<file path="src/rtl/uart_pkg.sv">
// -----------------------------------------------------------------------------
// uart_pkg
// Shared UART definitions: transmitter state encoding, frame-length constants
// and the even-parity helper. The receiver is expected to import this package
// as well, so both ends agree on the frame layout.
//
// Configuration macro: UART_TX_PARITY_EN
//   undefined : 8N1 frame (start, 8 data, stop) = 10 bits
//   defined   : 8E1 frame (start, 8 data, even parity, stop) = 11 bits
// -----------------------------------------------------------------------------
package uart_pkg;

  localparam int NUM_DATA_BITS = 8;

`ifdef UART_TX_PARITY_EN
  localparam int FRAME_BITS = 11;

  typedef enum logic [2:0] {
    IDLE       = 3'd0,
    START_BIT  = 3'd1,
    DATA_BITS  = 3'd2,
    STOP_BIT   = 3'd3,
    PARITY_BIT = 3'd4
  } uart_state_t;

  // Even parity: the parity bit makes the total count of ones even.
  function automatic logic even_parity(input logic [7:0] data);
    return ^data;
  endfunction
`else
  localparam int FRAME_BITS = 10;

  typedef enum logic [1:0] {
    IDLE      = 2'd0,
    START_BIT = 2'd1,
    DATA_BITS = 2'd2,
    STOP_BIT  = 2'd3
  } uart_state_t;
`endif

endpackage

</file>
<file path="src/rtl/uart_baud_tick.sv">
// -----------------------------------------------------------------------------
// uart_baud_tick
// Bit-period counter. Counts 0..CYCLES_PER_BIT-1 and raises o_tick during the
// last count of every bit period. The counter wraps to 0 on the tick itself,
// so every bit boundary restarts from zero and no drift can accumulate.
//
// Ports:
//   i_clk    - clock, rising edge
//   i_rst_n  - asynchronous active-low reset
//   i_clear  - hold the counter at 0 (used while the transmitter is idle)
//   o_tick   - high in the last cycle of a bit period
// -----------------------------------------------------------------------------
module uart_baud_tick #(
  parameter int CYCLES_PER_BIT = 217
) (
  input  logic i_clk,
  input  logic i_rst_n,
  input  logic i_clear,
  output logic o_tick
);

  localparam int CNT_W = (CYCLES_PER_BIT > 1) ? $clog2(CYCLES_PER_BIT) : 1;
  localparam logic [CNT_W-1:0] LAST_COUNT = CNT_W'(CYCLES_PER_BIT - 1);

  logic [CNT_W-1:0] count;

  assign o_tick = (count == LAST_COUNT);

  always_ff @(posedge i_clk or negedge i_rst_n) begin
    if (!i_rst_n) begin
      count <= '0;
    end else if (i_clear || o_tick) begin
      count <= '0;
    end else begin
      count <= count + CNT_W'(1);
    end
  end

endmodule

</file>
<file path="src/rtl/uart_transmit.sv">
// -----------------------------------------------------------------------------
// uart_transmit
// UART transmitter, LSB first, idle-high line. A byte is accepted when
// i_tx_valid and o_tx_ready are both high on a rising edge; the start bit
// appears on the line in the next cycle. Each bit lasts CYCLES_PER_BIT cycles.
//
// Configuration macro: UART_TX_PARITY_EN adds an even-parity bit between data
// bit 7 and the stop bit. Without it the frame is plain 8N1.
//
// Ports:
//   i_clk        - clock, rising edge
//   i_rst_n      - asynchronous active-low reset (aborts any frame)
//   i_tx_valid   - a byte is offered
//   i_tx_byte    - byte to send
//   o_tx_ready   - high only in IDLE, byte can be accepted this cycle
//   o_serial_tx  - serial line, registered
//   o_tx_busy    - frame in progress
//   o_tx_done    - one-cycle pulse in the first IDLE cycle after a frame
// -----------------------------------------------------------------------------
module uart_transmit
  import uart_pkg::*;
#(
  parameter int CYCLES_PER_BIT = 217
) (
  input  logic       i_clk,
  input  logic       i_rst_n,
  input  logic       i_tx_valid,
  input  logic [7:0] i_tx_byte,
  output logic       o_tx_ready,
  output logic       o_serial_tx,
  output logic       o_tx_busy,
  output logic       o_tx_done
);

  localparam logic [2:0] LAST_DATA_IDX = 3'(NUM_DATA_BITS - 1);

  uart_state_t state, state_next;
  logic [7:0]  shift_q, shift_next;
  logic [2:0]  bit_idx, bit_idx_next;
  logic        serial_q, serial_next;
  logic        done_q, done_next;
  logic        tick;
`ifdef UART_TX_PARITY_EN
  logic        parity_q, parity_next;
`endif

  // The bit timer is held at zero while idle so the start bit gets a full
  // period measured from the cycle after the transfer.
  uart_baud_tick #(
    .CYCLES_PER_BIT(CYCLES_PER_BIT)
  ) u_baud_tick (
    .i_clk   (i_clk),
    .i_rst_n (i_rst_n),
    .i_clear (state == IDLE),
    .o_tick  (tick)
  );

  assign o_tx_ready  = (state == IDLE);
  assign o_tx_busy   = (state != IDLE);
  assign o_serial_tx = serial_q;
  assign o_tx_done   = done_q;

  // State and datapath registers. The line value is computed one cycle ahead
  // so o_serial_tx comes straight from a flop.
  always_ff @(posedge i_clk or negedge i_rst_n) begin
    if (!i_rst_n) begin
      state    <= IDLE;
      shift_q  <= '0;
      bit_idx  <= '0;
      serial_q <= 1'b1;
      done_q   <= 1'b0;
`ifdef UART_TX_PARITY_EN
      parity_q <= 1'b0;
`endif
    end else begin
      state    <= state_next;
      shift_q  <= shift_next;
      bit_idx  <= bit_idx_next;
      serial_q <= serial_next;
      done_q   <= done_next;
`ifdef UART_TX_PARITY_EN
      parity_q <= parity_next;
`endif
    end
  end

  // Next-state logic. The shift register is consumed from bit 0: each time a
  // bit period ends, the next line value is shift_q[0] and the register shifts.
  always_comb begin
    state_next   = state;
    shift_next   = shift_q;
    bit_idx_next = bit_idx;
    serial_next  = serial_q;
    done_next    = 1'b0;
`ifdef UART_TX_PARITY_EN
    parity_next  = parity_q;
`endif

    case (state)
      IDLE: begin
        serial_next = 1'b1;
        if (i_tx_valid) begin
          state_next   = START_BIT;
          serial_next  = 1'b0;
          shift_next   = i_tx_byte;
          bit_idx_next = '0;
`ifdef UART_TX_PARITY_EN
          parity_next  = even_parity(i_tx_byte);
`endif
        end
      end

      START_BIT: begin
        if (tick) begin
          state_next  = DATA_BITS;
          serial_next = shift_q[0];
          shift_next  = {1'b0, shift_q[7:1]};
        end
      end

      DATA_BITS: begin
        if (tick) begin
          if (bit_idx == LAST_DATA_IDX) begin
`ifdef UART_TX_PARITY_EN
            state_next  = PARITY_BIT;
            serial_next = parity_q;
`else
            state_next  = STOP_BIT;
            serial_next = 1'b1;
`endif
          end else begin
            bit_idx_next = bit_idx + 3'd1;
            serial_next  = shift_q[0];
            shift_next   = {1'b0, shift_q[7:1]};
          end
        end
      end

`ifdef UART_TX_PARITY_EN
      PARITY_BIT: begin
        if (tick) begin
          state_next  = STOP_BIT;
          serial_next = 1'b1;
        end
      end
`endif

      STOP_BIT: begin
        if (tick) begin
          state_next  = IDLE;
          serial_next = 1'b1;
          done_next   = 1'b1;
        end
      end

      default: begin
        state_next  = IDLE;
        serial_next = 1'b1;
      end
    endcase
  end

endmodule

</file>
<file path="config.mk">
export PLATFORM = sky130hd
export DESIGN_NAME = uart_transmit
export DESIGN_NICKNAME = d
export VERILOG_FILES = /design/src/rtl/uart_pkg.sv /design/src/rtl/uart_baud_tick.sv /design/src/rtl/uart_transmit.sv
export SDC_FILE = /design/constraint.sdc
export NUM_CORES = 1
export LEC_CHECK = 0
export CORE_MARGIN = 4
export CORE_UTILIZATION = 54
export CTS_CLUSTER_DIAMETER = 200
export CTS_CLUSTER_SIZE = 8
export DETAILED_ROUTE_END_ITERATION = 8
export GPL_TIMING_DRIVEN = 0
export PLACE_DENSITY = 0.78
export SLEW_MARGIN = 30
export SYNTH_ARGS = -nofsm -noshare
export SYNTH_HDL_FRONTEND = slang
export SYNTH_HIERARCHICAL = 1
export SYNTH_SLANG_ARGS = --single-unit
</file>
<file path="constraint.sdc">
create_clock -name i_clk -period 2.5 [get_ports i_clk]
set_input_delay 0.25 -clock i_clk [delete_from_list [all_inputs] [get_ports i_clk]]
set_output_delay 0.25 -clock i_clk [all_outputs]
set_load 0.05 [all_outputs]
</file>
Word level (Yosys, flattened, before mapping)

Index checks and enable logic that the tools add are counted.

Flip-flop bits (word level): 23

$add $sub $neg: 2
Eq/ne operators: 11
Mux-type cells: 24
Reduce and logical (&&, ||, !) cells: 9

Operator list:

| kind                | number |
|---|---|
| $mux 8              | 5 |
| $pmux 8 s3          | 1 |
| $mux 2              | 5 |
| $reduce_and 5->1    | 2 |
| $mux 3              | 3 |
| $add 8x1->8 const B | 1 |
| $eq 8x8->1 const B  | 1 |
| $pmux 2 s4          | 1 |
| $mux 1              | 7 |
| $ne 2x1->1 const B  | 3 |
| $ne 2x2->1 const B  | 3 |
| $pmux 3 s2          | 1 |
| $eq 2x2->1 const B  | 2 |
| $pmux 1 s4          | 1 |
| $reduce_and 4->1    | 1 |
| $reduce_bool 2->1   | 2 |
| $add 3x1->3 const B | 1 |
| $eq 3x3->1 const B  | 1 |
| $reduce_and 3->1    | 1 |
| $reduce_bool 3->1   | 1 |
| $eq 2x1->1 const B  | 1 |
| $logic_not 2->1     | 1 |
| $logic_or 1x1->1    | 1 |

Longest topological paths before layout

Gate-level depths: netlist of the first run.

Word-level depth: 4
Mapped depth: 9
Gate-level depth less buffers: 8

By module

Netlist of the first run, hierarchy kept.

By module, submodules not included:

| module         | instances | cells each | area an instance (sq um) |
|---|---|---|---|
| uart_transmit  | 1         | 69         | 878.3 |
| uart_baud_tick | 1         | 40         | 386.6 |

Worst setup path before layout of the first run

OpenSTA, ideal clock, no wires.

Path kind: reg2reg
From: register state[0]
To: register shift_q[0]
Setup time: 0.125 ns
Arrival: 1.941 ns
Data required time: 2.375 ns
Setup slack: 0.433 ns
Cell stages (with the launch flop): 8
Clock period less this slack: 2.067 ns
Cells stage by stage: dfrtp_1 -> inv_1 -> ha_1 -> and2b_4 -> a21oi_2 -> o311a_1 -> buf_6 -> mux2_4

Cells in the longest elaborated chain, start to end: 3
Elaborated cells between the ends (all ways): 10
Classes of those cells: eq/ne: 6; mux: 1; reduce/logical: 3

Ends and longest elaborated chain:

| item                                                             | line                | RTL |
|---|---|---|
| start: declaration                                               | uart_transmit.sv:37 | `uart_state_t state, state_next;` |
| start signal: assignment                                         | uart_transmit.sv:76 | `state <= state_next;` |
| $logic_not 2->1 (*)                                              | --                  |  |
| net o_tx_ready                                                   | uart_transmit.sv:29 | `output logic o_tx_ready,` |
| $ne 2x2->1 (no source line) or $reduce_bool 3->1 (tied branches) | --                  |  |
| $reduce_and 5->1 (no source line)                                | --                  |  |
| end signal: assignment                                           | uart_transmit.sv:77 | `shift_q <= shift_next;` |
| end: declaration                                                 | uart_transmit.sv:38 | `logic [7:0] shift_q, shift_next;` |

Mark *: on every way through the listed nets, which the timed path passes. The rest lies on a longest branch.
A chain may end at the register's enable or synchronous reset.

Final worst setup path of the first run

From: register state[0]
To: output o_tx_ready

Cells in the longest elaborated chain, start to end: 1

Ends and longest elaborated chain:

| item             | line                | RTL |
|---|---|---|
| $logic_not 2->1  | uart_transmit.sv:58 | `assign o_tx_ready = (state == IDLE);` |
| end: declaration | uart_transmit.sv:29 |  |

No other way between the ends.

==> flow_summary.yaml, run 1 <==
synth:
  syn_inst: 109
  ys_types: 35
  synth_nets: 128
  ys_ff_latch: 23
  syn_avg_cell_area_sq_um: 11.6
  yosysWarningCount: 6
  netlist_area_sq_um: 1260
  ys_seq_area_share_pct: 45.6
placed_design:
  dp_slack_ps: 452
  port_buffers: 14
  dp_cells: 151
  place_congestion: 0.785
  dp_hpwl_um: 1440
cts:
  cts.sinks: 23
  cts_resized: 0
  cts_root_buffer: "clkbuf_4"
  hold_buffers: 1
  htree_levels: 1
  clkLatencyLatePin_ps: 320
  post_cts_buffers: 0
  clk_pin_slew_worst_paths_ps: 130
  clockBufferDepth: 2
  numCtsBuffers: 3
  cts_tree: "yes"
drt:
  drtAntennaViolNets: 0
  wirelength_um: 1950
  via_count: 831
  vias_per_cell: 5.33
  remaining_drc_errors: 0
  dr.pass1.iters: 5
  route.detailed.wl_per_inst_um: 12.5
  first_iter_violations: 10
sta:
  fin_crit_ps: 2370
  slew_headroom_pct: 66.0
  setup_tns_ps: 0
  fin_crit_sh_pct: 94.9
  maxSlewViolCount: 0
  setup_viol: 0
  finalHoldViolCount: 0
  skew_ps: 8.63
  fin_ws_ps: 128
  holdWs_ps: 420
  fmax_ghz: 0.422
  rsz0062_at_grt: "no"
  worstMarginPinSlew_ps: 510
global_routing:
  grt_pass1_vias: 771
  grt_max_degree: 24
  grt_overflow_total: 0
  antenna_found_initial: 0
  grt_pass1_wl_um: 3470
  grt_usage_pct: 14.2
floorplan:
  die-area_sq_um: 3180
  ios: 15
  row_count: 17
  initial_core_util_pct: 57.2
  die_h_um: 56.4
  die-width_um: 56.4
  core_sq_um: 2210
layout:
  fill_cells: 166
  final_cell_count_no_fill: 156
  drive_gt1_share_pct: 19.5
  nets: 148
  register_area_sq_um: 577
  multi_input_area_sq_um: 632
  synthToLayoutAreaGrowth_pct: 16.3
  n_antenna_cell: 0
worst_setup_path:
  worstPathRequired_ps: 2250
  crit_fanout: 11
  crit_path_start_kind: "flop"
  ff2ff_path_depth: 9
  worstPathArrival_ps: 2120
  crit_type: "reg -> out"
  crit_path_end_kind: "primary output"
pwr:
  power_mw: 1.91
  pwr_density_cell_nw_per_um2: 1300
  ir_worst_vdd_uv: 1140
  p_leak_nw: 0.664
min_path:
  hold_class: "in -> async"
status:
  status: "complete, no violations"
flow_run:
  maxCapViolations: 0
flip-flops by register name, summed over array words and instances, names as in the netlist:
register	count
shift_q	8
u_baud_tick/count	8
bit_idx	3
state	2
o_serial_tx	1
o_tx_done	1
cell families (layout without fill, tap and decap cells):
logic type | count (synthesis) | count (layout) | synth area share, %
flip-flops | 23 | 23 | 45.6
AO/OA/AOI/OAI | 14 | 14 | 7.62
XOR/XNOR | 3 | 3 | 2.08
buffers and inverters | 11 | 30 | 4.45
AND/OR/NAND/NOR | 31 | 31 | 13.3
adder cells (fa/ha/maj) | 8 | 8 | 7.91
multiplexers | 19 | 19 | 19.1
path summary, 6_finish.rpt:
path                                                 from  slack [ps]                 endpoint
max                                  state[0]$_DFFE_PN0P_         130               o_tx_ready
min                                               i_rst_n         420   bit_idx[2]$_DFFE_PN0P_
max reg2reg                u_baud_tick/count[0]$_DFF_PN0_         460   shift_q[7]$_DFFE_PN0P_
min reg2reg                       o_serial_tx$_DFFE_PN1P_         480  o_serial_tx$_DFFE_PN1P_
max in group asynchronous                         i_rst_n        1720  o_serial_tx$_DFFE_PN1P_
min in group i_clk                o_serial_tx$_DFFE_PN1P_         480  o_serial_tx$_DFFE_PN1P_
cell usage after synthesis (all sizes together):
cell type  instances  area, sq um
o21ai              4         20.0
ha                 8          100
a22o               1         8.76
o21a               1         7.51
mux2              17          221
nand2              6         22.5
dfstp              1         26.3
and2b              1         10.0
and2               1         6.26
nor2b              3         18.8
nand4bb            1         11.3
a211oi             1         7.51
xnor2              1         8.76
inv                8         30.0
mux2i              2         20.0
xor2               2         17.5
dfrtp             22          551
nand2b             2         12.5
a31oi              1         6.26
nand3              4         20.0
or3                3         18.8
nor3               2         15.0
o32a               1         10.0
nand4              1         6.26
nor2               7         26.3
a21oi              3         18.8
o21bai             1         7.51
buf                3         26.3
o311a              1         10.0
cell type report:
cell class	count	share of cell area (%)
Sequential cell	23	39.2
Inverter	8	2.04
Timing Repair Buffer	15	9.86
Clock buffer	4	1.79
Buffer	3	1.79
Tap cell	28	2.38
Multi-Input combinational cell	75	42.9
layer usage:
metal  vias to the layer above  track usage [%]  wire length, um  share of wire, %
met5                         -                0                0                 0
met2                        17             20.5              871                45
met4                         0             7.12               41               2.1
met1                       398             20.0              947                49
met3                         4             2.76               91               4.7
li1                        412                -                -                 -
critical path, stage by stage, from the launching register on:
cell	delay, ps
dfrtp_1	440
inv_1	100
ha_1	390
clkdlybuf4s50_1	880
per-stage QoR:
stage / area, sq um / util (%)
floorplan: 1260 / -
global placement: 1440 / 65.1
detailed placement: 1440 / 64.9
CTS: 1470 / 66.5
global route: 1470 / 66.5
finish: 1470 / 66.5
layout by cell type, fill, tap and decap left out, types with 2 or more instances in the layout:
cell type and n:
xor2_1 2, inv_1 8, clkdlybuf4s50_1 13, mux2_1 2
nand2_1 6, nand3_1 4, nand2b_1 2, clkbuf_4 3
nor2b_1 3, nor2_1 7, ha_1 8, dfrtp_1 22
mux2_4 8, buf_6 2, mux2i_1 2, or3_1 3
mux2_2 7, a21oi_1 2, o21ai_0 3
power breakdown:
part / internal (mW) / total [mW] / switching, mW
logic: 0.606 / 1.11 / 0.507
clock network: 0.0624 / 0.174 / 0.112
registers: 0.520 / 0.625 / 0.105
(Power assumes the default switching activity.)
==> run 2, diff against run 1 <==
ABC_AREA = 1   (was default)
CORE_UTILIZATION = 55   (was 54)
==> run 2 against run 1 <==
Against the previous run: power is 70% lower; via count is 29% higher; largest power group is now sequential cells; worst hold slack better by 9.4 ps; critical path depth is 1 higher; first-iteration DRC count grew to 2.7 times the previous value.
==> flow_summary.yaml, run 2 <==
cts:
  cts_tree: "yes"
  numCtsBuffers: 3
  post_cts_buffers: 0
  cts_resized: 0
  clk_pin_slew_worst_paths_ps: 120
  cts_root_buffer: "clkbuf_4"
  cts.sinks: 23
  htree_levels: 1
  clkLatencyLatePin_ps: 300
  clockBufferDepth: 2
sta:
  skew_ps: 3.58
  slew_headroom_pct: 65.5
  setup_tns_ps: 0
  fin_crit_ps: 2170
  rsz0062_at_grt: "no"
  maxSlewViolCount: 0
  fin_crit_sh_pct: 87.0
  fmax_ghz: 0.460
  finalHoldViolCount: 0
  worstMarginPinSlew_ps: 518
  setup_viol: 0
synth:
  ys.flop_type: "dfrtp_1"
  synth-async-reset-ratio_pct: 100
  netlist_area_sq_um: 1340
  synthTopCellsByArea: "dfrtp_1 (41%), nand2_1 (11%), ha_1 (7.5%)"
  synth_nets: 181
  syn_inst: 162
  ys_ff_latch: 23
  ys_types: 22
  yosysWarningCount: 6
  synth-edff-count: 0
  yosysMostFrequentCell: "nand2_1"
  yosysTopAreaCell: "dfrtp_1"
  synth.top_cell.area_share_pct: 41.0
  syn_avg_cell_area_sq_um: 8.28
  ys_seq_area_share_pct: 43.0
  synth_commonest_cells: "nand2_1 (40), dfrtp_1 (22), inv_1 (19)"
layout:
  reg_top3: "shift_q: 8 flops, u_baud_tick/count: 8 flops, bit_idx: 3 flops"
  final_common_cell: "nand2_1"
  final_cell_mix: "nand2_1 (40), dfrtp_1 (22), inv_1 (19)"
  drive_gt1_share_pct: 18.8
  final_cell_count_no_fill: 209
  n_antenna_cell: 0
  nets: 201
  synthToLayoutAreaGrowth_pct: 15.4
drt:
  vias_per_cell: 5.15
  remaining_drc_errors: 0
  dr.pass1.iters: 4
  wirelength_um: 2330
  drtAntennaViolNets: 0
  first_iter_violations: 27
  route.detailed.wl_per_inst_um: 11.2
  via_count: 1076
global_routing:
  grt_usage_pct: 15.7
  grt_overflow_total: 0
  antenna_found_initial: 0
  grt_pass1_wl_um: 4170
  grt_pass1_vias: 986
  grt_max_degree: 24
worst_setup_path:
  r2r_slack_ps: 700
  crit_path_start_kind: "flop"
  worstPathArrival_ps: 1920
  crit_path_end_kind: "primary output"
  crit_type: "reg -> out"
  ff2ff_path_depth: 12
  reg2reg_to: "shift_q[2]$_DFFE_PN0P_"
  r2r-start: "u_baud_tick/count[0]$_DFF_PN0_"
  worstPathRequired_ps: 2250
  crit_fanout: 5
status:
  status: "complete, no violations"
pwr:
  p_leak_nw: 0.771
  pwr_density_cell_nw_per_um2: 366
  ir_worst_vdd_uv: 279
floorplan:
  row_count: 17
  die-width_um: 57.4
  core_sq_um: 2280
  ios: 15
  die-area_sq_um: 3290
  die_h_um: 57.4
  initial_core_util_pct: 58.9
placed_design:
  dp_hpwl_um: 1840
  place_congestion: 0.784
  port_buffers: 14
  dp_cells: 204
flow_run:
  maxCapViolations: 0
min_path:
  hold_class: "in -> async"
## run 2: report_power, final
part | switching [mW] | internal, mW
combinational | 0.00858 | 0.0136
sequential | 0 | 0.372
clock | 0.110 | 0.0622
## run 2: worst max path at each step
stage                                     from                      to
after floorplan           state[0]$_DFFE_PN0P_  shift_q[0]$_DFFE_PN0P_
after global placement    state[0]$_DFFE_PN0P_               o_tx_busy
after global routing      state[0]$_DFFE_PN0P_               o_tx_busy
after CTS                 state[0]$_DFFE_PN0P_               o_tx_busy
final                     state[0]$_DFFE_PN0P_               o_tx_busy
after detailed placement  state[0]$_DFFE_PN0P_               o_tx_busy
## run 2: cell type report
type                       count  area, sq um
fill                         208          728
multi-input combinational    117          666
sequential                    23          577
timing repair buffer          15          145
inverter                      21         78.8
tap                           28         35.0
clock buffer                   4         26.3
buffer                         1         20.0
## run 2: critical path: stages, from the launching register on
cell	delay (ps)
dfrtp_1	400
inv_1	90
ha_1	240
inv_2	100
clkdlybuf4s50_1	800
## run 2: what timing repair did
action | CTS | global route
endpoints found under the setup margin | 0 | 0
hold buffers | 1 | 0
hold endpoints to repair | 22 | 0
## run 2: cells by family (layout without fill, tap and decap cells)
kind of cell	Yosys count	count (layout)	share of synthesized area, %
adders and majority gates	8	8	7.46
and+or+nand+nor	81	81	28.9
xor gates and xnor gates	2	2	1.31
AOI/OAI and AO/OA	26	26	11.9
buffers and inverters	22	41	7.37
DFF	23	23	43.0
## run 2: per-layer routing
layer  vias up  part of all wire (%)  wire length, um  track usage [%]
met5         -                     0                0                0
met4         0                  0.73               17             4.97
met2        26                    45             1050             24.7
li1        550                     -                -                -
met1       498                    49             1150             21.8
met3         2                   5.4              126             2.94
## run 2: stage by stage
step	power (mW)	setup WS, ps	instance area, sq um	hold slack, ps	util (%)
global placement	0.401	696	1520	460	66.6
floorplan	0.379	509	1340	-45.6	-
detailed placement	0.401	662	1510	258	66.4
finish	0.566	326	1550	429	68.0
global route	0.597	227	1550	477	68.0
CTS	0.571	306	1550	454	68.0
